**src/rtl/traffic_pkg.sv**
```systemverilog
// traffic_pkg: shared phase/light/fault encodings for the traffic light
// controller and its monitor.
//   - phase values (2-bit, same as the controller)
//   - one-hot light codes {R,Y,G}
//   - fault codes reported by traffic_light_monitor
//   - monitor FSM state type and a saturating dwell increment helper
package traffic_pkg;

  localparam logic [1:0] PH_MG_SR = 2'd0;
  localparam logic [1:0] PH_MY_SR = 2'd1;
  localparam logic [1:0] PH_MR_SG = 2'd2;
  localparam logic [1:0] PH_MR_SY = 2'd3;

  localparam logic [2:0] RED    = 3'b100;
  localparam logic [2:0] YELLOW = 3'b010;
  localparam logic [2:0] GREEN  = 3'b001;

  localparam logic [2:0] FC_NONE       = 3'd0;
  localparam logic [2:0] FC_ILLEGAL    = 3'd1;
  localparam logic [2:0] FC_TRANSITION = 3'd2;
  localparam logic [2:0] FC_SHORT      = 3'd3;
  localparam logic [2:0] FC_LONG       = 3'd4;

  typedef enum logic {
    ST_ACQUIRE = 1'b0,
    ST_LOCKED  = 1'b1
  } mon_state_e;

  // Dwell counter increment that sticks at the 9-bit maximum.
  function automatic logic [8:0] dwell_inc(input logic [8:0] v);
    if (v == 9'd511) begin
      return v;
    end else begin
      return v + 9'd1;
    end
  endfunction

endpackage

```
**src/rtl/traffic_light_decode.sv**
```systemverilog
// traffic_light_decode: combinational decode of one {main, side} light pair.
//   main_lights [2:0] in  : {R,Y,G} one-hot main road lights
//   side_lights [2:0] in  : {R,Y,G} one-hot side road lights
//   phase       [1:0] out : phase of the pair (0 when not legal)
//   legal             out : pair is one of the four legal phase patterns
module traffic_light_decode
  import traffic_pkg::*;
(
  input  logic [2:0] main_lights,
  input  logic [2:0] side_lights,
  output logic [1:0] phase,
  output logic       legal
);

  // Only the four controller phases are legal; everything else (all-red,
  // all-off, multi-hot) decodes as illegal.
  always_comb begin
    phase = PH_MG_SR;
    legal = 1'b0;
    case ({main_lights, side_lights})
      {GREEN, RED}: begin
        phase = PH_MG_SR;
        legal = 1'b1;
      end
      {YELLOW, RED}: begin
        phase = PH_MY_SR;
        legal = 1'b1;
      end
      {RED, GREEN}: begin
        phase = PH_MR_SG;
        legal = 1'b1;
      end
      {RED, YELLOW}: begin
        phase = PH_MR_SY;
        legal = 1'b1;
      end
      default: begin
        phase = PH_MG_SR;
        legal = 1'b0;
      end
    endcase
  end

endmodule

```
**src/rtl/traffic_light_monitor.sv**
```systemverilog
// traffic_light_monitor: passive checker of the traffic light controller
// outputs. Locks onto the four-phase sequence, checks phase order and exact
// dwell per phase, and reports faults and running statistics.
//   clk                in  : system clock, rising edge
//   reset_n            in  : synchronous active-low reset
//   main_lights  [2:0] in  : main road lights {R,Y,G}
//   side_lights  [2:0] in  : side road lights {R,Y,G}
//   clr_cnt            in  : synchronous clear of fault_cnt and cycle_cnt
//   phase        [1:0] out : locked phase
//   phase_valid        out : monitor is locked
//   fault              out : one-cycle pulse per detected fault
//   fault_code   [2:0] out : code of the most recent fault
//   fault_cnt    [7:0] out : saturating fault count
//   cycle_cnt    [7:0] out : wrapping count of completed 3->0 cycles while locked
module traffic_light_monitor
  import traffic_pkg::*;
#(
  parameter logic [7:0] MAIN_GREEN_TIME = 8'd100,
  parameter logic [7:0] YELLOW_TIME     = 8'd30,
  parameter logic [7:0] SIDE_GREEN_TIME = 8'd60
) (
  input  logic       clk,
  input  logic       reset_n,
  input  logic [2:0] main_lights,
  input  logic [2:0] side_lights,
  input  logic       clr_cnt,
  output logic [1:0] phase,
  output logic       phase_valid,
  output logic       fault,
  output logic [2:0] fault_code,
  output logic [7:0] fault_cnt,
  output logic [7:0] cycle_cnt
);

  mon_state_e state_r, state_nxt_s;
  logic [5:0] pat_r;
  logic [1:0] prev_phase_r;
  logic       prev_legal_r;
  logic [1:0] phase_r, phase_nxt_s;
  logic [8:0] dwell_r, dwell_nxt_s;
  logic       fault_r, fault_nxt_s;
  logic [2:0] fault_code_r, code_nxt_s;
  logic [7:0] fault_cnt_r, cycle_cnt_r;
  logic       cyc_inc_s;

  logic [5:0] cur_pat_s;
  logic [1:0] cur_phase_s;
  logic       cur_legal_s;
  logic       change_s;
  logic [1:0] prev_succ_s;
  logic [1:0] lock_succ_s;
  logic [8:0] exp_dwell_s;

  traffic_light_decode u_decode (
    .main_lights (main_lights),
    .side_lights (side_lights),
    .phase       (cur_phase_s),
    .legal       (cur_legal_s)
  );

  assign cur_pat_s   = {main_lights, side_lights};
  assign change_s    = (cur_pat_s != pat_r);
  // Successors wrap 3 -> 0 through the 2-bit add.
  assign prev_succ_s = prev_phase_r + 2'd1;
  assign lock_succ_s = phase_r + 2'd1;

  // Expected dwell of the locked phase: controller timer load plus one.
  always_comb begin
    case (phase_r)
      PH_MG_SR: exp_dwell_s = {1'b0, MAIN_GREEN_TIME} + 9'd1;
      PH_MY_SR: exp_dwell_s = {1'b0, YELLOW_TIME} + 9'd1;
      PH_MR_SG: exp_dwell_s = {1'b0, SIDE_GREEN_TIME} + 9'd1;
      PH_MR_SY: exp_dwell_s = {1'b0, YELLOW_TIME} + 9'd1;
      default:  exp_dwell_s = {1'b0, MAIN_GREEN_TIME} + 9'd1;
    endcase
  end

  // Acquire/lock FSM: next state, phase, dwell and fault decision.
  always_comb begin
    state_nxt_s = state_r;
    phase_nxt_s = phase_r;
    dwell_nxt_s = dwell_r;
    fault_nxt_s = 1'b0;
    code_nxt_s  = fault_code_r;
    cyc_inc_s   = 1'b0;
    case (state_r)
      ST_ACQUIRE: begin
        dwell_nxt_s = 9'd0;
        if (!cur_legal_s) begin
          // Only the entry into an illegal pattern is reported.
          if (change_s) begin
            fault_nxt_s = 1'b1;
            code_nxt_s  = FC_ILLEGAL;
          end else begin
            fault_nxt_s = 1'b0;
          end
        end else if (change_s && prev_legal_r && (cur_phase_s == prev_succ_s)) begin
          state_nxt_s = ST_LOCKED;
          phase_nxt_s = cur_phase_s;
          dwell_nxt_s = 9'd1;
        end else begin
          state_nxt_s = ST_ACQUIRE;
        end
      end
      ST_LOCKED: begin
        if (!cur_legal_s) begin
          fault_nxt_s = 1'b1;
          code_nxt_s  = FC_ILLEGAL;
          state_nxt_s = ST_ACQUIRE;
        end else if (change_s && (cur_phase_s != lock_succ_s)) begin
          fault_nxt_s = 1'b1;
          code_nxt_s  = FC_TRANSITION;
          state_nxt_s = ST_ACQUIRE;
        end else if (change_s) begin
          if (dwell_r < exp_dwell_s) begin
            fault_nxt_s = 1'b1;
            code_nxt_s  = FC_SHORT;
            state_nxt_s = ST_ACQUIRE;
          end else begin
            phase_nxt_s = cur_phase_s;
            dwell_nxt_s = 9'd1;
            cyc_inc_s   = (phase_r == PH_MR_SY);
          end
        end else if (dwell_r == exp_dwell_s) begin
          // Pattern held past its expected dwell: fire on the overstaying cycle.
          fault_nxt_s = 1'b1;
          code_nxt_s  = FC_LONG;
          state_nxt_s = ST_ACQUIRE;
        end else begin
          dwell_nxt_s = dwell_inc(dwell_r);
        end
      end
      default: begin
        state_nxt_s = ST_ACQUIRE;
        dwell_nxt_s = 9'd0;
      end
    endcase
  end

  // State, history and output registers with synchronous reset.
  always_ff @(posedge clk) begin
    if (!reset_n) begin
      state_r      <= ST_ACQUIRE;
      pat_r        <= 6'b000000;
      prev_phase_r <= 2'd0;
      prev_legal_r <= 1'b0;
      phase_r      <= 2'd0;
      dwell_r      <= 9'd0;
      fault_r      <= 1'b0;
      fault_code_r <= FC_NONE;
      fault_cnt_r  <= 8'd0;
      cycle_cnt_r  <= 8'd0;
    end else begin
      state_r      <= state_nxt_s;
      pat_r        <= cur_pat_s;
      prev_phase_r <= cur_phase_s;
      prev_legal_r <= cur_legal_s;
      phase_r      <= phase_nxt_s;
      dwell_r      <= dwell_nxt_s;
      fault_r      <= fault_nxt_s;
      fault_code_r <= code_nxt_s;
      // Clear takes precedence over a coincident increment.
      if (clr_cnt) begin
        fault_cnt_r <= 8'd0;
        cycle_cnt_r <= 8'd0;
      end else begin
        if (fault_nxt_s && (fault_cnt_r != 8'd255)) begin
          fault_cnt_r <= fault_cnt_r + 8'd1;
        end else begin
          fault_cnt_r <= fault_cnt_r;
        end
        if (cyc_inc_s) begin
          cycle_cnt_r <= cycle_cnt_r + 8'd1;
        end else begin
          cycle_cnt_r <= cycle_cnt_r;
        end
      end
    end
  end

  assign phase       = phase_r;
  assign phase_valid = (state_r == ST_LOCKED);
  assign fault       = fault_r;
  assign fault_code  = fault_code_r;
  assign fault_cnt   = fault_cnt_r;
  assign cycle_cnt   = cycle_cnt_r;

endmodule

```
**config.mk**
```make
export PLATFORM = sky130hd
export DESIGN_NAME = traffic_light_monitor
export DESIGN_NICKNAME = d
export VERILOG_FILES = /design/src/rtl/traffic_pkg.sv /design/src/rtl/traffic_light_decode.sv /design/src/rtl/traffic_light_monitor.sv
export SDC_FILE = /design/constraint.sdc
export NUM_CORES = 1
export LEC_CHECK = 0
export CAP_MARGIN = 20
export CORE_ASPECT_RATIO = 2
export CORE_MARGIN = 2
export CORE_UTILIZATION = 55
export CTS_CLUSTER_SIZE = 20
export DETAILED_ROUTE_END_ITERATION = 10
export GPL_TIMING_DRIVEN = 0
export PLACE_DENSITY = 0.87
export SETUP_SLACK_MARGIN = 0.3
export SKIP_CTS_REPAIR_TIMING = 1
export SLEW_MARGIN = 30
export SYNTH_ARGS = -nofsm -noshare
export SYNTH_HDL_FRONTEND = slang
export SYNTH_SLANG_ARGS = --single-unit
```
**constraint.sdc**
```tcl
create_clock -name clk -period 3.4 [get_ports clk]
set_clock_uncertainty 0.1 [all_clocks]
set_input_delay 0.68 -clock clk [delete_from_list [all_inputs] [get_ports clk]]
set_output_delay 0.68 -clock clk [all_outputs]
set_load 0.03 [all_outputs]
```
Word level (Yosys, flattened, before mapping)
Cells that the tools add are included.

Reductions and logical operators: 11. Eq/ne operators: 26. Multiplexer cells: 48. $lt $le $gt $ge: 1. Bitwise logic cells: 2. Add/subtract/negate cells: 5.

Operator list (count): 2-to-1 mux 9 bit (6); case mux 9 bit (3 select lines) (1); 2-to-1 mux 1 bit (22); 2-to-1 mux 3 bit (7); case mux 9 bit (2 select lines) (1); adder 8 x 1 -> 8 bit (second input constant) (2); equality test 6 bit (second input constant) (2); 2-to-1 mux 2 bit (6); inequality test 2 bit (second input constant) (6); adder 9 x 1 -> 9 bit (second input constant) (1); equality test 9 bit (1); equality test 9 bit (second input constant) (1); less-than comparator 9 bit (1); inequality test 3 bit (second input constant) (3); inequality test 8 bit (second input constant) (1); equality test 6 x 4 -> 1 bit (second input constant) (1); equality test 6 x 5 -> 1 bit (second input constant) (1); inequality test 6 bit (1); case mux 2 bit (3 select lines) (1); case mux 3 bit (2 select lines) (1); AND reduction 6 bit (1); inequality test 5 x 2 -> 1 bit (second input constant) (1); inequality test 5 x 3 -> 1 bit (second input constant) (1); AND reduction 5 bit (1); 14 further kinds (23).

Logic and storage cells: 103. Input port bits: 9. Output and inout bits: 23. Register bits: 41.

Logic depth before layout (Yosys ltp)
Depth in word-level cells: 10. Depth in mapped cells: 11. Depth with buffers taken out: 10.

By module
From an unflattened synthesis, not the netlist that was laid out.

Cell total of the unflattened synthesis: 263. Area, all modules: 2230.9 um2.

Modules (own cells, without submodules): traffic_light_monitor (times used 1, area each 2140.8 um2, cells an instance 249, seq. area each 820.8 um2); traffic_light_decode (times used 1, area each 90.1 um2, cells an instance 14, seq. area each 0.0 um2).

Least setup slack after synthesis
OpenSTA, ideal clock, no wires.

Path type: reg-to-reg. From: register phase_r[0] (netlist: phase[0]). To: register fault_cnt_r[5] (netlist: fault_cnt[5]). Library setup time: 0.069 ns. Period minus slack after synthesis: 3.025 ns. Path buffers: 0. Data arrival time: 2.856 ns. Cell stages (with the launch flop): 11. Slack: 0.375 ns. Data required time: 3.231 ns. Path through: dfxtp_1 -> inv_1 -> ha_1 -> inv_1 -> ha_1 -> a2111oi_0 -> o21ai_0 -> a41o_1 -> a211o_4 -> a2111o_1 -> o21ai_1.

Cells in the longest elaborated chain, start to end: 10. Elaborated cells on any way between the ends: 18. Classes of those cells: 1 x add/sub; 1 x order compare; 5 x eq/ne; 7 x mux; 4 x reduce/logical.

RTL lines: start, declared (line traffic_light_monitor.sv:39) `logic [1:0] phase_r, phase_nxt_s;`; start signal, assigned (line traffic_light_monitor.sv:158) `phase_r <= phase_nxt_s;`; equality test 2 bit or equality test 2 x 1 -> 1 bit (tied branches) (line traffic_light_monitor.sv:69) `case (phase_r)`; OR reduction 2 bit (no source line); case mux 9 bit (3 select lines) (line traffic_light_monitor.sv:69); less-than comparator 9 bit or equality test 9 bit (tied branches) (line traffic_light_monitor.sv:115, traffic_light_monitor.sv:124); 2-to-1 mux 1 bit (on tied branches) (line traffic_light_monitor.sv:115, traffic_light_monitor.sv:124); 2-to-1 mux 1 bit (line traffic_light_monitor.sv:114) `end else if (change_s) begin`; 2-to-1 mux 1 bit (*) (line traffic_light_monitor.sv:110) `end else if (change_s && (cur_phase_s != lock_succ_s)) begin`; 2-to-1 mux 1 bit (*) (line traffic_light_monitor.sv:106) `if (!cur_legal_s) begin`; case mux 1 bit (2 select lines) (*) (line traffic_light_monitor.sv:86) `case (state_r)`; logical AND 1 bit (*) (line traffic_light_monitor.sv:167) `if (fault_nxt_s && (fault_cnt_r != 8'd255)) begin`; end signal, assigned (line traffic_light_monitor.sv:168) `fault_cnt_r <= fault_cnt_r + 8'd1;`; end signal, assigned (line traffic_light_monitor.sv:170) `fault_cnt_r <= fault_cnt_r;`; end, declared (line traffic_light_monitor.sv:43) `logic [7:0] fault_cnt_r, cycle_cnt_r;`.

Every way passes the cells marked *; elsewhere a longest branch is shown, timed or not. The select of a mux whose other input is x is not followed. A chain may end at the register's enable or synchronous reset.

Worst setup path in the final report
From: input port side_lights[2]. To: register cycle_cnt_r[6] (netlist: cycle_cnt[6]).

Cells in the longest elaborated chain, start to end: 7. Elaborated cells on any way between the ends: 14. Classes of those cells: 6 x eq/ne; 6 x mux; 2 x reduce/logical.

RTL lines: start, declared (line traffic_light_monitor.sv:25) `input logic [2:0] side_lights,`; equality test 6 bit or equality test 6 x 5 -> 1 bit (tied branches) (line traffic_light_decode.sv:20) `case ({main_lights, side_lights})`; case mux 2 bit (3 select lines) (line traffic_light_decode.sv:20); inequality test 2 bit (line traffic_light_monitor.sv:110); logical AND 1 bit (line traffic_light_monitor.sv:110); 2-to-1 mux 1 bit (line traffic_light_monitor.sv:110); 2-to-1 mux 1 bit (*) (line traffic_light_monitor.sv:106); 2-to-1 mux 1 bit (*) (line traffic_light_monitor.sv:86); end signal, assigned (line traffic_light_monitor.sv:173) `cycle_cnt_r <= cycle_cnt_r + 8'd1;`; end signal, assigned (line traffic_light_monitor.sv:175) `cycle_cnt_r <= cycle_cnt_r;`; end, declared (line traffic_light_monitor.sv:43).

Every way passes the cells marked *; elsewhere a longest branch is shown, timed or not.

==> impl_metrics.env <==
export IMPL_status="completed"
export IMPL_pre_cts_ws_ns=-0.283
export IMPL_rows=34
export IMPL_period_minus_slack_ns=2.98
export IMPL_hold_viol_final=0
export IMPL_synth_edff_count=0
export IMPL_cts_tree="built"
export IMPL_area_growth_pct=20.4
export IMPL_timing_max_transition_violations_final=0
export IMPL_period_share_pct=87.6
export IMPL_clkSlewWorstSetupHoldPaths_ns=0.08
export IMPL_fp_dieArea_sq_mm=0.00513
export IMPL_async_reset_ff_share_pct=0
export IMPL_synth_area_sq_mm=0.00250
export IMPL_place_congestion=0.915
export IMPL_grt_pass1_wl_um=11000
export IMPL_viasPerCell=6.46
export IMPL_finalSetupViolations=0
export IMPL_coreArea_sq_mm=0.00434
export IMPL_ios=32
export IMPL_p_leak_nw=1.08
export IMPL_stdcell_count=379
export IMPL_ys_top_cells_by_area="dfxtp_1 33%, ha_1 5.5%, a21oi_1 3.8%"
export IMPL_relSlewSlack_pct=48.0
export IMPL_antennaDiodeCount=0
export IMPL_synth_warnings=0
export IMPL_die_h_um=99.3
export IMPL_dp_cells=371
export IMPL_htreeDepth=2
export IMPL_syn_nets=310
export IMPL_layout_drive_gt1_share_pct=9.54
export IMPL_seq_area_sq_um=822
export IMPL_drtPass1Iterations=4
export IMPL_drt_wl_total_um=6360
export IMPL_cap_violations=0
export IMPL_cpPeakStageDelay_ns=0.59
export IMPL_grt_max_degree=13
export IMPL_clock_latency_ns=0.30
export IMPL_comb_power_share_pct=8.0
export IMPL_die_w_um=51.7
export IMPL_drc=0
export IMPL_critical_path_arrival_ns=3.11
export IMPL_switching_power_w=0.000225
export IMPL_critPathSlowestCell="or4b_4"
export IMPL_p_sw_share_pct=22.9
export IMPL_antenna_left=0
export IMPL_cp_max_fo=10
export IMPL_fin_setup_tns_ns=0
export IMPL_yosys_area_top_type="dfxtp_1"
export IMPL_cts_sinks=41
export IMPL_yosys_most_used_dff="dfxtp_1"
export IMPL_grt_use_total_pct=27.4
export IMPL_fin_ws_ns=0.423
export IMPL_synth_seq_cells=41
export IMPL_cts_root_buf="clkbuf_8"
export IMPL_p_clk_share_pct=42.0
export IMPL_syn_inst=290
export IMPL_vias=2448
export IMPL_nets=344
export IMPL_seq_power_share_pct=50.0
export IMPL_crit_path_start_kind="primary input"
export IMPL_tightest_slew_ns=0.769
export IMPL_antenna_found_initial=0
export IMPL_end_kind="register"
export IMPL_worstPathRequired_ns=3.53
export IMPL_syn_avg_cell_area_sq_um=8.62
export IMPL_ir_drop_v=0.000392
export IMPL_initial_core_util_pct=57.6
export IMPL_overflow=0
export IMPL_wl_per_cell_um=16.8
export IMPL_drt_initial_drc_count=103
export IMPL_hold_class="reg -> reg"
export IMPL_powerDensity_mw_per_mm2=327
export IMPL_crit_type="in -> reg"
export IMPL_yosysTopAreaCellShare_pct=32.8
export IMPL_nFillCells=357
export IMPL_multiInputGateArea_sq_mm=0.00161
export IMPL_synth_cell_type_count=60
export IMPL_fmax_ghz=0.336
export IMPL_io_buffers=27
export IMPL_cts_max_path_buffers=2
export IMPL_path_cells="dlymetal6s2s_1 > or4b_4 > o21ai_1 > and4_1 > buf_6 > nand4b_1 > clkbuf_2 > or4_1 > a21oi_1"
export IMPL_post_dp_hpwl_um=4710
export IMPL_rsz0062_at_grt="no"
export IMPL_tritoncts_num_buffers=5
export IMPL_grt_pass1_vias=2483
export IMPL_ys_seq_area_share_pct=32.8
export IMPL_intPower_w=0.000758
==> state kept, by name, indices dropped and copies added, names as in the netlist <==
register      cells
dwell_r           9
cycle_cnt         8
fault_cnt         8
pat_r             6
fault_code        3
phase             2
prev_phase_r      2
fault             1
phase_valid       1
prev_legal_r      1
==> metal layers <==
metal	track usage (%)	routed length, um	up-vias
met4	15.8	280	0
met1	26.1	2260	1172
met3	4.05	219	26
met5	0	0	-
li1	-	-	1174
met2	52.1	3610	76
==> path summary, 6_finish.rpt <==
path / start / endpoint / slack (ns) / cells past startpoint
hold / removal: cycle_cnt[7] / cycle_cnt[7] / 0.40 / 2
hold reg to reg: cycle_cnt[7] / cycle_cnt[7] / 0.40 / 2
setup / recovery: side_lights[2] / cycle_cnt[6] / 0.42 / 9
setup reg to reg: phase[0] / fault_cnt[5] / 0.46 / 10
==> critical path, delay by kind of cell <==
family,cells,cell delay (ns)
AOI/OAI and AO/OA,2,0.36
buffers and inverters,3,0.58
and+or+nand+nor,4,1.48
==> synthesized netlist by cell type (all sizes together), types with 2 or more instances <==
master	number
a21boi	2
o21a	3
xor2	8
or3	5
and4	2
a211oi	5
ha	11
a21oi	19
nand3b	2
o21ai	18
nor2	8
buf	4
nand3	18
nor3	5
a2111o	7
nor4b	2
a211o	2
nor3b	4
or3b	2
nand2b	2
nor4bb	4
o22ai	2
dfxtp	41
o2111ai	4
a221oi	3
a2111oi	4
mux2i	4
a21o	2
clkbuf	10
nor2b	2
and3	6
a221o	2
xnor2	2
or2	3
nand2	20
nand4	6
inv	10
and2	14
o211ai	3
o31ai	4
or4	3
==> stage by stage <==
step / utilization, % / cell area (sq um) / power [W] / hold slack (ns)
final: 69.3 / 3010 / 0.000983 / 0.397
after global placement: 65.4 / 2840 / 0.000577 / 0.371
after global routing: 69.3 / 3010 / 0.00101 / 0.418
after detailed placement: 65.4 / 2840 / 0.000579 / 0.380
after floorplan: - / 2500 / 0.000554 / 0.368
after CTS: 68.1 / 2950 / 0.000981 / 0.396
==> layout make-up <==
type	instances	area share, %
Clock buffer	7	2.87
Multi-Input combinational cell	224	53.6
Tap cell	54	2.25
Inverter	11	1.37
Sequential cell	41	27.3
Timing Repair Buffer	27	9.15
Clock inverter	1	0.998
Buffer	14	2.45
==> kinds of logic (layout without fill, tap and decap cells) <==
kind of cell / count (synthesis) / count (layout) / share of synthesized area [%]
buffers and inverters: 25 / 60 / 4.45
adder cells (fa/ha/maj): 11 / 11 / 5.51
XOR/XNOR: 10 / 10 / 3.50
multiplexers: 5 / 5 / 2.05
flip-flops: 41 / 41 / 32.8
AO/OA/AOI/OAI: 87 / 87 / 25.3
AND/OR/NAND/NOR: 111 / 111 / 26.4
==> layout by cell type (no fill, tap or decap), drive strengths merged, types with 5 or more instances in the layout <==
cell type and n:
a21oi 19, and2 14, clkdlybuf4s50 25, dfxtp 41
and3 6, or3 5, nand2 20, nand4 6
nor3 5, inv 10, nand3 18, ha 11
clkbuf 17, o21ai 18, xor2 8, a2111o 7
nor2 8, a211oi 5
==> power by group through the flow <==
stage               registers, W   logic, W  clock network, W
global placement        0.000503  0.0000745                 0
finish                  0.000492  0.0000784          0.000413
global route            0.000493  0.0000854          0.000433
detailed placement      0.000503  0.0000759                 0
CTS                     0.000492  0.0000769          0.000412
floorplan               0.000508  0.0000458                 0
Power figures use the tool's default switching activity.
